<file path="src/rtl/ram_fifo_ctrl_pkg.sv">
// Shared types for the RAM-backed FIFO controller: RAM port grant encoding
// and the fair push/pop arbitration function.
package ram_fifo_ctrl_pkg;

    typedef enum logic [1:0] {
        GRANT_NONE,
        GRANT_READ,
        GRANT_WRITE
    } grant_e;

    // last_grant is 1 when the previous contention went to the write side.
    function automatic grant_e arbitrate(input logic rd_want,
                                         input logic wr_want,
                                         input logic last_grant);
        if (rd_want && wr_want) return last_grant ? GRANT_READ : GRANT_WRITE;
        if (wr_want)            return GRANT_WRITE;
        if (rd_want)            return GRANT_READ;
        return GRANT_NONE;
    endfunction

endpackage

</file>
<file path="src/rtl/ram_fifo_ctrl_if.sv">
// Valid/ready word stream used for both the producer and consumer sides.
interface ram_fifo_ctrl_if #(
    parameter int DATA_BITS = 8
);
    logic                 valid;
    logic                 ready;
    logic [DATA_BITS-1:0] data;

    modport master (output valid, output data, input ready);
    modport slave  (input valid, input data, output ready);
endinterface

</file>
<file path="src/rtl/ram_fifo_obuf.sv">
// Two-entry output buffer that absorbs RAM read data; head entry drives the
// consumer, same-cycle pop removes the head before the new word is appended.
module ram_fifo_obuf #(
    parameter int DATA_BITS = 8
) (
    input  logic                 clk,
    input  logic                 rst_n,
    input  logic                 push,
    input  logic [DATA_BITS-1:0] push_data,
    input  logic                 pop,
    output logic [DATA_BITS-1:0] head,
    output logic [1:0]           count
);

    logic [DATA_BITS-1:0] head_q, tail_q, head_d, tail_d;
    logic [1:0]           count_q, fill_idx;

    // NOTE: every variable driven here gets a default first, so no path leaves it unassigned and no latch is inferred.
    always_comb begin
        head_d   = pop ? tail_q : head_q;
        tail_d   = tail_q;
        fill_idx = count_q - 2'(pop);
        if (push) begin
            if (fill_idx == 2'd0) head_d = push_data;
            else                  tail_d = push_data;
        end
    end

    // NOTE: these are two plain registers, not a RAM, so they take the reset and out_data reads 0 afterwards.
    always_ff @(posedge clk or negedge rst_n) begin
        if (!rst_n) begin
            head_q  <= '0;
            tail_q  <= '0;
            count_q <= 2'd0;
        end else begin
            head_q  <= head_d;
            tail_q  <= tail_d;
            count_q <= count_q + 2'(push) - 2'(pop);
        end
    end

    assign head  = head_q;
    assign count = count_q;

endmodule

</file>
<file path="src/rtl/ram_fifo_ctrl.sv">
// FIFO controller around a single-port synchronous RAM with one-cycle read
// latency; push and pop share the RAM port through a fair arbiter.
module ram_fifo_ctrl
    import ram_fifo_ctrl_pkg::*;
#(
    parameter int DATA_BITS    = 8,
    parameter int ADDRESS_BITS = 4
) (
    input  logic                    clk,
    input  logic                    rst_n,
    ram_fifo_ctrl_if.slave          in_bus,
    ram_fifo_ctrl_if.master         out_bus,
    output logic                    ram_write,
    output logic [ADDRESS_BITS-1:0] ram_addr,
    output logic [DATA_BITS-1:0]    ram_wdata,
    input  logic [DATA_BITS-1:0]    ram_rdata,
    output logic [ADDRESS_BITS+1:0] level
);

    localparam int DEPTH = 2 ** ADDRESS_BITS;
    localparam int CNT_W = ADDRESS_BITS + 1;
    localparam int LVL_W = ADDRESS_BITS + 2;

    logic [ADDRESS_BITS-1:0] wr_ptr, rd_ptr;
    logic [CNT_W-1:0]        ram_cnt;
    logic                    rd_pend;
    logic                    last_grant;
    logic [1:0]              out_cnt;
    logic [DATA_BITS-1:0]    out_head;

    logic       pop, rd_want, wr_want, grant_rd, grant_wr;
    logic [2:0] obuf_claim;
    grant_e     grant;

    // Words the output buffer will hold once the pending read lands; a new
    // read is only issued if that leaves room for it.
    always_comb begin
        pop        = (out_cnt != 2'd0) && out_bus.ready;
        obuf_claim = {1'b0, out_cnt} + 3'(rd_pend) - 3'(pop);
        rd_want    = (ram_cnt != '0) && (obuf_claim <= 3'd1);
        wr_want    = rst_n && in_bus.valid && (ram_cnt != CNT_W'(DEPTH));
        grant      = arbitrate(rd_want, wr_want, last_grant);
        grant_rd   = (grant == GRANT_READ);
        grant_wr   = (grant == GRANT_WRITE);
    end

    // NOTE: sequential state uses non-blocking assignments so every register samples pre-edge values.
    always_ff @(posedge clk or negedge rst_n) begin
        if (!rst_n) begin
            wr_ptr     <= '0;
            rd_ptr     <= '0;
            ram_cnt    <= '0;
            rd_pend    <= 1'b0;
            last_grant <= 1'b0;
        end else begin
            if (grant_wr) begin
                wr_ptr  <= wr_ptr + ADDRESS_BITS'(1);
                ram_cnt <= ram_cnt + CNT_W'(1);
            end else if (grant_rd) begin
                rd_ptr  <= rd_ptr + ADDRESS_BITS'(1);
                ram_cnt <= ram_cnt - CNT_W'(1);
            end
            rd_pend <= grant_rd;
            if (rd_want && wr_want) last_grant <= grant_wr;
        end
    end

    ram_fifo_obuf #(
        .DATA_BITS (DATA_BITS)
    ) u_obuf (
        .clk       (clk),
        .rst_n     (rst_n),
        .push      (rd_pend),
        .push_data (ram_rdata),
        .pop       (pop),
        .head      (out_head),
        .count     (out_cnt)
    );

    assign in_bus.ready  = grant_wr;
    assign ram_write     = grant_wr;
    assign ram_addr      = grant_wr ? wr_ptr : rd_ptr;
    assign ram_wdata     = in_bus.data;
    assign out_bus.valid = (out_cnt != 2'd0);
    assign out_bus.data  = out_head;
    assign level         = LVL_W'(ram_cnt) + LVL_W'(rd_pend) + LVL_W'(out_cnt);

endmodule

</file>
<file path="src/flat_wrapper.sv">
// flat-port wrapper written by rule: the top's interface ports become plain ports
module ram_fifo_ctrl_flat import ram_fifo_ctrl_pkg::*;
#(
    parameter int DATA_BITS    = 8,
    parameter int ADDRESS_BITS = 4
)
  (clk, rst_n, ram_write, ram_addr, ram_wdata, ram_rdata, level, in_bus_valid, in_bus_data, in_bus_ready, out_bus_valid, out_bus_data, out_bus_ready);
  ram_fifo_ctrl_if #(.DATA_BITS(DATA_BITS)) in_bus_i ();
  ram_fifo_ctrl_if #(.DATA_BITS(DATA_BITS)) out_bus_i ();
  input  logic clk;
  input  logic rst_n;
  output logic ram_write;
  output logic [ADDRESS_BITS-1:0] ram_addr;
  output logic [DATA_BITS-1:0] ram_wdata;
  input  logic [DATA_BITS-1:0] ram_rdata;
  output logic [ADDRESS_BITS+1:0] level;
  input wire logic [$bits(in_bus_i.valid)-1:0] in_bus_valid;
  input wire logic [$bits(in_bus_i.data)-1:0] in_bus_data;
  output wire logic [$bits(in_bus_i.ready)-1:0] in_bus_ready;
  output wire logic [$bits(out_bus_i.valid)-1:0] out_bus_valid;
  output wire logic [$bits(out_bus_i.data)-1:0] out_bus_data;
  input wire logic [$bits(out_bus_i.ready)-1:0] out_bus_ready;
  assign in_bus_i.valid = in_bus_valid;
  assign in_bus_i.data = in_bus_data;
  assign in_bus_ready = in_bus_i.ready;
  assign out_bus_valid = out_bus_i.valid;
  assign out_bus_data = out_bus_i.data;
  assign out_bus_i.ready = out_bus_ready;
  ram_fifo_ctrl #(.DATA_BITS(DATA_BITS), .ADDRESS_BITS(ADDRESS_BITS)) u_core (.clk(clk), .rst_n(rst_n), .in_bus(in_bus_i), .out_bus(out_bus_i), .ram_write(ram_write), .ram_addr(ram_addr), .ram_wdata(ram_wdata), .ram_rdata(ram_rdata), .level(level));
endmodule
</file>
<file path="config.mk">
export PLATFORM = sky130hd
export DESIGN_NAME = ram_fifo_ctrl_flat
export DESIGN_NICKNAME = d
export VERILOG_FILES = /design/src/rtl/ram_fifo_ctrl_pkg.sv /design/src/rtl/ram_fifo_ctrl_if.sv /design/src/rtl/ram_fifo_obuf.sv /design/src/rtl/ram_fifo_ctrl.sv /design/src/flat_wrapper.sv
export SDC_FILE = /design/constraint.sdc
export NUM_CORES = 1
export LEC_CHECK = 0
export CORE_ASPECT_RATIO = 0.8
export CORE_MARGIN = 5
export CORE_UTILIZATION = 45
export DETAILED_ROUTE_END_ITERATION = 7
export PLACE_DENSITY = 0.74
export SLEW_MARGIN = 10
export SYNTH_ARGS = -nofsm -noshare
export SYNTH_HDL_FRONTEND = slang
export SYNTH_SLANG_ARGS = --single-unit
export TNS_END_PERCENT = 10
</file>
<file path="constraint.sdc">
create_clock -name clk -period 5.7 [get_ports clk]
set_input_delay 1.425 -clock clk [delete_from_list [all_inputs] [get_ports clk]]
set_output_delay 1.425 -clock clk [all_outputs]
set_load 0.03 [all_outputs]
</file>
# After elaboration in Yosys (flattened, before gate mapping)
# Index checks and enable logic that the tools add are counted.
[totals] regBits=33 latchBits=0 ram_bits=0 rom_bits=0 output_inout_bits=29 wordCells=55 memories=0
[op_classes] n_addsub=11 n_mul=0 div_mod_pow=0 order_cmp=1 n_eq_ne=3 n_shift=0 muxes=19 bitwise_logic=2 reduce_logical=11
[op_table] cell="$mux W8" count=3
[op_table] cell="$mux W2" count=7
[op_table] cell="$mux W5" count=2
[op_table] cell="$add A4 B1 Y4 const B" count=2
[op_table] cell="$add A5 B1 Y6" count=1
[op_table] cell="$add A6 B2 Y6" count=1
[op_table] cell="$mux W1" count=6
[op_table] cell="$add A5 B1 Y5 const B" count=1
[op_table] cell="$logic_and A1 B1 Y1" count=5
[op_table] cell="$ne A5 B5 Y1 const B" count=1
[op_table] cell="$reduce_bool A5 Y1" count=1
[op_table] cell="$sub A5 B1 Y5 const B" count=1
[op_table] cell="$mux W4" count=1
[op_table] cell="$reduce_and A2 Y1" count=2
[op_table] cell="$reduce_bool A2 Y1" count=2
[op_table] cell="$sub A2 B1 Y2" count=2
[op_table] cell="$add A2 B1 Y3" count=1
[op_table] cell="$le A3 B1 Y1 const B" count=1
[op_table] cell="$sub A3 B1 Y3" count=1
[op_table] cell="$add A2 B1 Y2" count=1
[op_table] cell="$eq A2 B1 Y1 const B" count=1
[op_table] cell="$eq A2 B2 Y1 const B" count=1
[op_table] cell="$logic_not A2 Y1" count=1
[op_table] cell="$not A1 Y1" count=2

# Depth between registers and ports, before layout
[logic_depth] ltp_word=16 mapped_depth=15

# Modules after synthesis
# A second synthesis with hierarchy kept.
[hier_totals] cells_unflattened=162 hier_area_um2=1943.1
[by_module_without_submodules] module="ram_fifo_ctrl" n_inst=1 cells_per_inst=110 area_each_um2=1139.8 seq_area_each_um2=375.4
[by_module_without_submodules] module="ram_fifo_obuf" n_inst=1 cells_per_inst=52 area_each_um2=803.3 seq_area_each_um2=450.4

# Least setup slack after synthesis
# Ideal clock, no wire load.
[synth_path] path_kind="input to output" start="input port out_bus_ready" end="output port ram_addr[0]" arrival_time_ps=4031 setup_slack_ps=244 stages=11 path_buffers=1 path_cell_list="o21ai_2 -> nand2_1 -> nand2_1 -> ha_1 -> fa_1 -> xnor2_1 -> nor2_1 -> a311oi_1 -> ha_1 -> buf_1 -> mux2_2"
[synth_between] elab_chain_len=12 elab_cells_between_ends=15 cone_classes="add/sub (1); order compare (1); eq/ne (1); mux (9); reduce/logical (3)"
[synth_rtl] element="start, declared" line_no="flat_wrapper.sv:22" text="input wire logic [$bits(out_bus_i.ready)-1:0] out_bus_ready;"
[synth_rtl] element="$logic_and A1 B1 Y1 *" line_no="ram_fifo_ctrl.sv:38" text="pop = (out_cnt != 2'd0) && out_bus.ready;"
[synth_rtl] element="$sub A3 B1 Y3 *" line_no="ram_fifo_ctrl.sv:39" text="obuf_claim = {1'b0, out_cnt} + 3'(rd_pend) - 3'(pop);"
[synth_rtl] element="$le A3 B1 Y1 *" line_no="ram_fifo_ctrl.sv:40" text="rd_want = (ram_cnt != '0) && (obuf_claim <= 3'd1);"
[synth_rtl] element="$logic_and A1 B1 Y1 *" line_no="ram_fifo_ctrl.sv:40"
[synth_rtl] element="$mux W1 (2 in series)" line_no="ram_fifo_ctrl_pkg.sv:17" text="if (rd_want) return GRANT_READ;"
[synth_rtl] element="$mux W1" line_no="ram_fifo_ctrl_pkg.sv:16" text="if (wr_want) return GRANT_WRITE;"
[synth_rtl] element="$mux W2" line_no="ram_fifo_ctrl_pkg.sv:18" text="return GRANT_NONE;"
[synth_rtl] element="$mux W2" line_no="ram_fifo_ctrl_pkg.sv:17"
[synth_rtl] element="$mux W2 *" line_no="ram_fifo_ctrl_pkg.sv:16"
[synth_rtl] element="$eq A2 B2 Y1 *" line_no="ram_fifo_ctrl.sv:44" text="grant_wr = (grant == GRANT_WRITE);"
[synth_rtl] element="named net in_bus_ready" line_no="flat_wrapper.sv:19" text="output wire logic [$bits(in_bus_i.ready)-1:0] in_bus_ready;"
[synth_rtl] element="$mux W4 *" line_no="ram_fifo_ctrl.sv:82" text="assign ram_addr = grant_wr ? wr_ptr : rd_ptr;"
[synth_rtl] element="end, declared" line_no="flat_wrapper.sv:13" text="output logic [ADDRESS_BITS-1:0] ram_addr;"
# Mark *: on every way through the listed nets, which the timed path passes. The rest lies on a longest branch. The select of a mux whose other input is x is not followed.

# Worst setup path in the final report
[layout_path] start="input port out_bus_ready" end="output port ram_addr[2]"
[layout_between] elab_chain_len=12 elab_cells_between_ends=15 cone_classes="add/sub (1); order compare (1); eq/ne (1); mux (9); reduce/logical (3)"
[layout_rtl] element="$logic_and A1 B1 Y1 *" line_no="ram_fifo_ctrl.sv:38"
[layout_rtl] element="$sub A3 B1 Y3 *" line_no="ram_fifo_ctrl.sv:39"
[layout_rtl] element="named net u_core.obuf_claim[1]" line_no="ram_fifo_ctrl.sv:32" text="logic [2:0] obuf_claim;"
[layout_rtl] element="$le A3 B1 Y1 *" line_no="ram_fifo_ctrl.sv:40"
[layout_rtl] element="$logic_and A1 B1 Y1 *" line_no="ram_fifo_ctrl.sv:40"
[layout_rtl] element="$mux W1 (2 in series)" line_no="ram_fifo_ctrl_pkg.sv:17"
[layout_rtl] element="$mux W1" line_no="ram_fifo_ctrl_pkg.sv:16"
[layout_rtl] element="$mux W2" line_no="ram_fifo_ctrl_pkg.sv:18"
[layout_rtl] element="$mux W2" line_no="ram_fifo_ctrl_pkg.sv:17"
[layout_rtl] element="$mux W2 *" line_no="ram_fifo_ctrl_pkg.sv:16"
[layout_rtl] element="$eq A2 B2 Y1 *" line_no="ram_fifo_ctrl.sv:44"
[layout_rtl] element="$mux W4 *" line_no="ram_fifo_ctrl.sv:82"
# Marks and branches as above.

==> metrics.md <==
| Metric | Value |
|---|---|
| Fin util | `0.579` |
| Synth Flop Type | `dfrtp_1` |
| Drt drc | `0` |
| CP required | `4280 ps` |
| Syn nets | `193` |
| Final setup viols | `0` |
| Gr ovfl total | `0` |
| CTS buffer count | `5` |
| Max VDD drop | `slightly below 0.5 mV` |
| Crit-path cells | `clkdlybuf4s50_1, o21ai_2, nand2_1, nand2_1, ha_1, fa_2, nor2_1, a311oi_1, ha_2, mux2_2, clkdlybuf4s15_2` |
| CTS tree | `yes` |
| Worst Path Max Fanout | `6` |
| Rows | `21` |
| Die area | `5800 sq um` |
| FILL cells | `352` |
| Leak pwr | `1.07 nW` |
| Startpoint types | `input pin` |
| Avg Vias per Cell | `5.06` |
| Final slew viol count | `0` |
| Synthesized area per cell | `12.3 sq um` |
| Clock share of power | `0.107` |
| Initial antenna violation count | `0` |
| CORE AREA | `4200 sq um` |
| First-pass GRT wire length | `6.34 mm` |
| Cells after Synth | `160` |
| # nets final | `229` |
| Hold_ws | `between 400 and 500 ps` |
| Sw Ratio | `0.424` |
| Worst Max-Slew Pin Slew | `between 500 and 600 ps` |
| Commonest cells after routing, fill and taps aside | `dfrtp_1 (33), clkdlybuf4s50_1 (26), mux2_2 (24)` |
| Antenna diodes | `0` |
| Part of the power in registers | `0.273` |
| Clk Latency, worst-skew pair | `280 ps` |
| Max capacitance violation total | `0` |
| Area growth from synthesis to layout | `23.9%` |
| Synth Area in Simple Gates | `0.0980` |
| Post-route minimum period | `5620 ps` |
| Clk buf depth | `2` |
| Ys Warns | `0` |
| Post-Syn Area | `1970 sq um` |
| CTS root buf | `clkbuf_8` |
| IO Pins | `49` |
| Cell area after layout | `2440 sq um` |
| Commonest non-fill, non-tap cell in the layout | `dfrtp_1` |
| Crit path largest cell delay | `540 ps` |
| Final Hold Fails | `0` |
| Status | `finished, final reports clean` |
| P_int | `1.03 mW` |
| Comb power frac | `0.620` |
| Die H | `69.1 um` |
| Post-synthesis register bit count | `33` |
| Adder-Cell Fraction of Synth Area | `0.0980` |
| Synth Area in Compound Gates | `0.0649` |
| Sw Pwr | `between 0.7 and 0.8 mW` |
| Power per cell area | `roughly 730 nW/um^2` |
| Die width | `83.9 um` |
| Post-synth EDFFs | `0` |
| WS Path Type | `in2out` |
| Fmax | `about 180 MHz` |
| Register area share after synthesis | `0.420` |
| Worst relative slew slack | `0.656` |
| Placed cell area | `roughly 2300 sq um` |
| Gr usage total | `0.134` |
| Arrival @ worst endpoint | `4190 ps` |
| DRT iter0 DRCs | `58` |
| Share of post-route cells with drive strength above 1 | `0.325` |
| Largest family of logic cells by synthesized area | `multiplexers` |
| Fin crit share | `0.985` |
| Max Clock Skew | `5.45 ps` |
| IO buf count | `32` |
| FFs w/ async S/R, synth | `1.00` |
| XOR/XNOR share of the synthesized area | `0.0535` |
| Routed WL | `around 3.6 mm` |
| RSZ-0062 raised after global routing | `yes` |
| Routed via count | `approximately 1,300` |
| HPWL Detailed | `2.77 mm` |
| Yosys cell types | `39` |
| HP Class | `reg2reg` |
| Post-layout power | `1.79 mW` |
| Clk sinks | `33` |
| Worst-path clk slew | `70 ps` |
| CTS H-tree depth | `2` |
| Detail Route Antenna Nets | `0` |
| WL/cell | `14.3 um` |
| CP max-delay cell | `fa_2` |
| Post-synthesis mux area share | `0.204` |
| RePlAce Congestion | `between 0.7 and 0.8` |
| Starting Density | `0.468` |
| Cell mode on critical path | `nand2_1` |
| Drt first pass iters | `4` |
| Vias in the first global route | `~1,400` |
| Final setup TNS | `0 ps` |
| CP Capture Type | `output pin` |
| Largest net degree at the start of global routing | `34` |
==> per-layer routing <==
| layer | global-route usage | vias up | wire length [um] |
|---|---|---|---|
| li1 | - | 634 | - |
| met1 | 0.171 | 609 | 1630 |
| met2 | 0.217 | 30 | 1760 |
| met3 | 0.0405 | 12 | 166 |
| met4 | 0.0464 | 0 | 70 |
| met5 | 0 | - | 0 |
==> cell type report <==
type / instances / area, sq um / share of cell area
well taps: 57 / 71.3 / 0.0293
flip-flops and latches: 33 / 826 / 0.339
inverters: 8 / 30.0 / 0.0123
multi-input cells: 106 / 1030 / 0.423
clock inverters: 1 / 5.00 / 0.00205
clock buffers: 7 / 96.3 / 0.0395
repair buffers: 42 / 377 / 0.155
==> final timing paths <==
path,start,cells after the start,slack (ps),endpoint
setup / recovery,out_bus_ready,11,80,ram_addr[2]
hold / removal,u_core.wr_ptr[3],1,490,u_core.wr_ptr[3]
setup reg to reg,u_core.u_obuf.count[1],15,1650,u_core.ram_cnt[4]
hold reg to reg,u_core.wr_ptr[3],1,490,u_core.wr_ptr[3]
max in group asynchronous,rst_n,2,3820,u_core.u_obuf.tail_q[6]
min in group asynchronous,rst_n,2,1580,u_core.wr_ptr[1]
==> synth_stat cells, types with 2 or more instances <==
cell type   n  area [sq um]
a21oi_1     4          20.0
buf_1       2          7.51
buf_4       9          67.6
dfrtp_1    33           826
fa_1        4          80.1
ha_1        9           113
inv_1       8          30.0
mux2_2     24           270
mux2_4      8           120
nand2_1     7          26.3
nand3_1     5          25.0
nand4_1     2          12.5
nor2b_1     2          12.5
nor3b_1     2          15.0
o211ai_1    2          15.0
o21ai_0     3          15.0
o21ai_2     2          17.5
or3_1       2          12.5
or4_1       2          15.0
xnor2_1     9          78.8
xor2_1      3          26.3
==> critical path: cells and delay by family <==
family	cells	cell delay, ps
and+or+nand+nor	3	190
adders and majority gates	3	1040
buffers and inverters	2	810
muxes	1	350
AOI/OAI and AO/OA	2	370
==> power groups by stage <==
stage / Sequential, mW / Combinational, mW / Clock, mW
finish: 0.487 / 1.11 / 0.191
global route: 0.512 / 1.21 / 0.204
CTS: 0.489 / 1.11 / 0.195
detailed placement: 0.493 / 1.11 / 0
global placement: 0.478 / 1.07 / 0
floorplan: 0.510 / 0.733 / 0
==> registers in the layout, indices dropped and copies added, names as in the netlist <==
register	count
u_core.ram_cnt	5
u_core.u_obuf.head	8
u_core.u_obuf.count	2
u_core.rd_pend	1
u_core.u_obuf.tail_q	8
u_core.last_grant	1
u_core.wr_ptr	4
u_core.rd_ptr	4
==> kinds of logic (layout without fill, tap and decap cells) <==
kind of cell	Yosys count	in the layout
muxes	33	33
DFF	33	33
and+or+nand+nor	31	31
buffers and inverters	21	58
AOI/OAI and AO/OA	17	17
adders and majority gates	13	13
xor gates and xnor gates	12	12
==> repair_timing <==
| action | in CTS | in global routing |
|---|---|---|
| setup buffers | 0 | 2 |
| hold buffers | 0 | 0 |
| gates resized for setup | 12 | 7 |
| endpoints found under the setup margin | 4 | 4 |
| pin swaps | 0 | 1 |
==> through the flow <==
stage          std cells  worst slack [ps]
4_1_cts              252             -38.7
3_3_place_gp         244              -266
5_1_grt              254             -61.9
3_5_place_dp         244              -322
6_report             254              84.3
2_1_floorplan        160               244
Power figures use the tool's default switching activity.
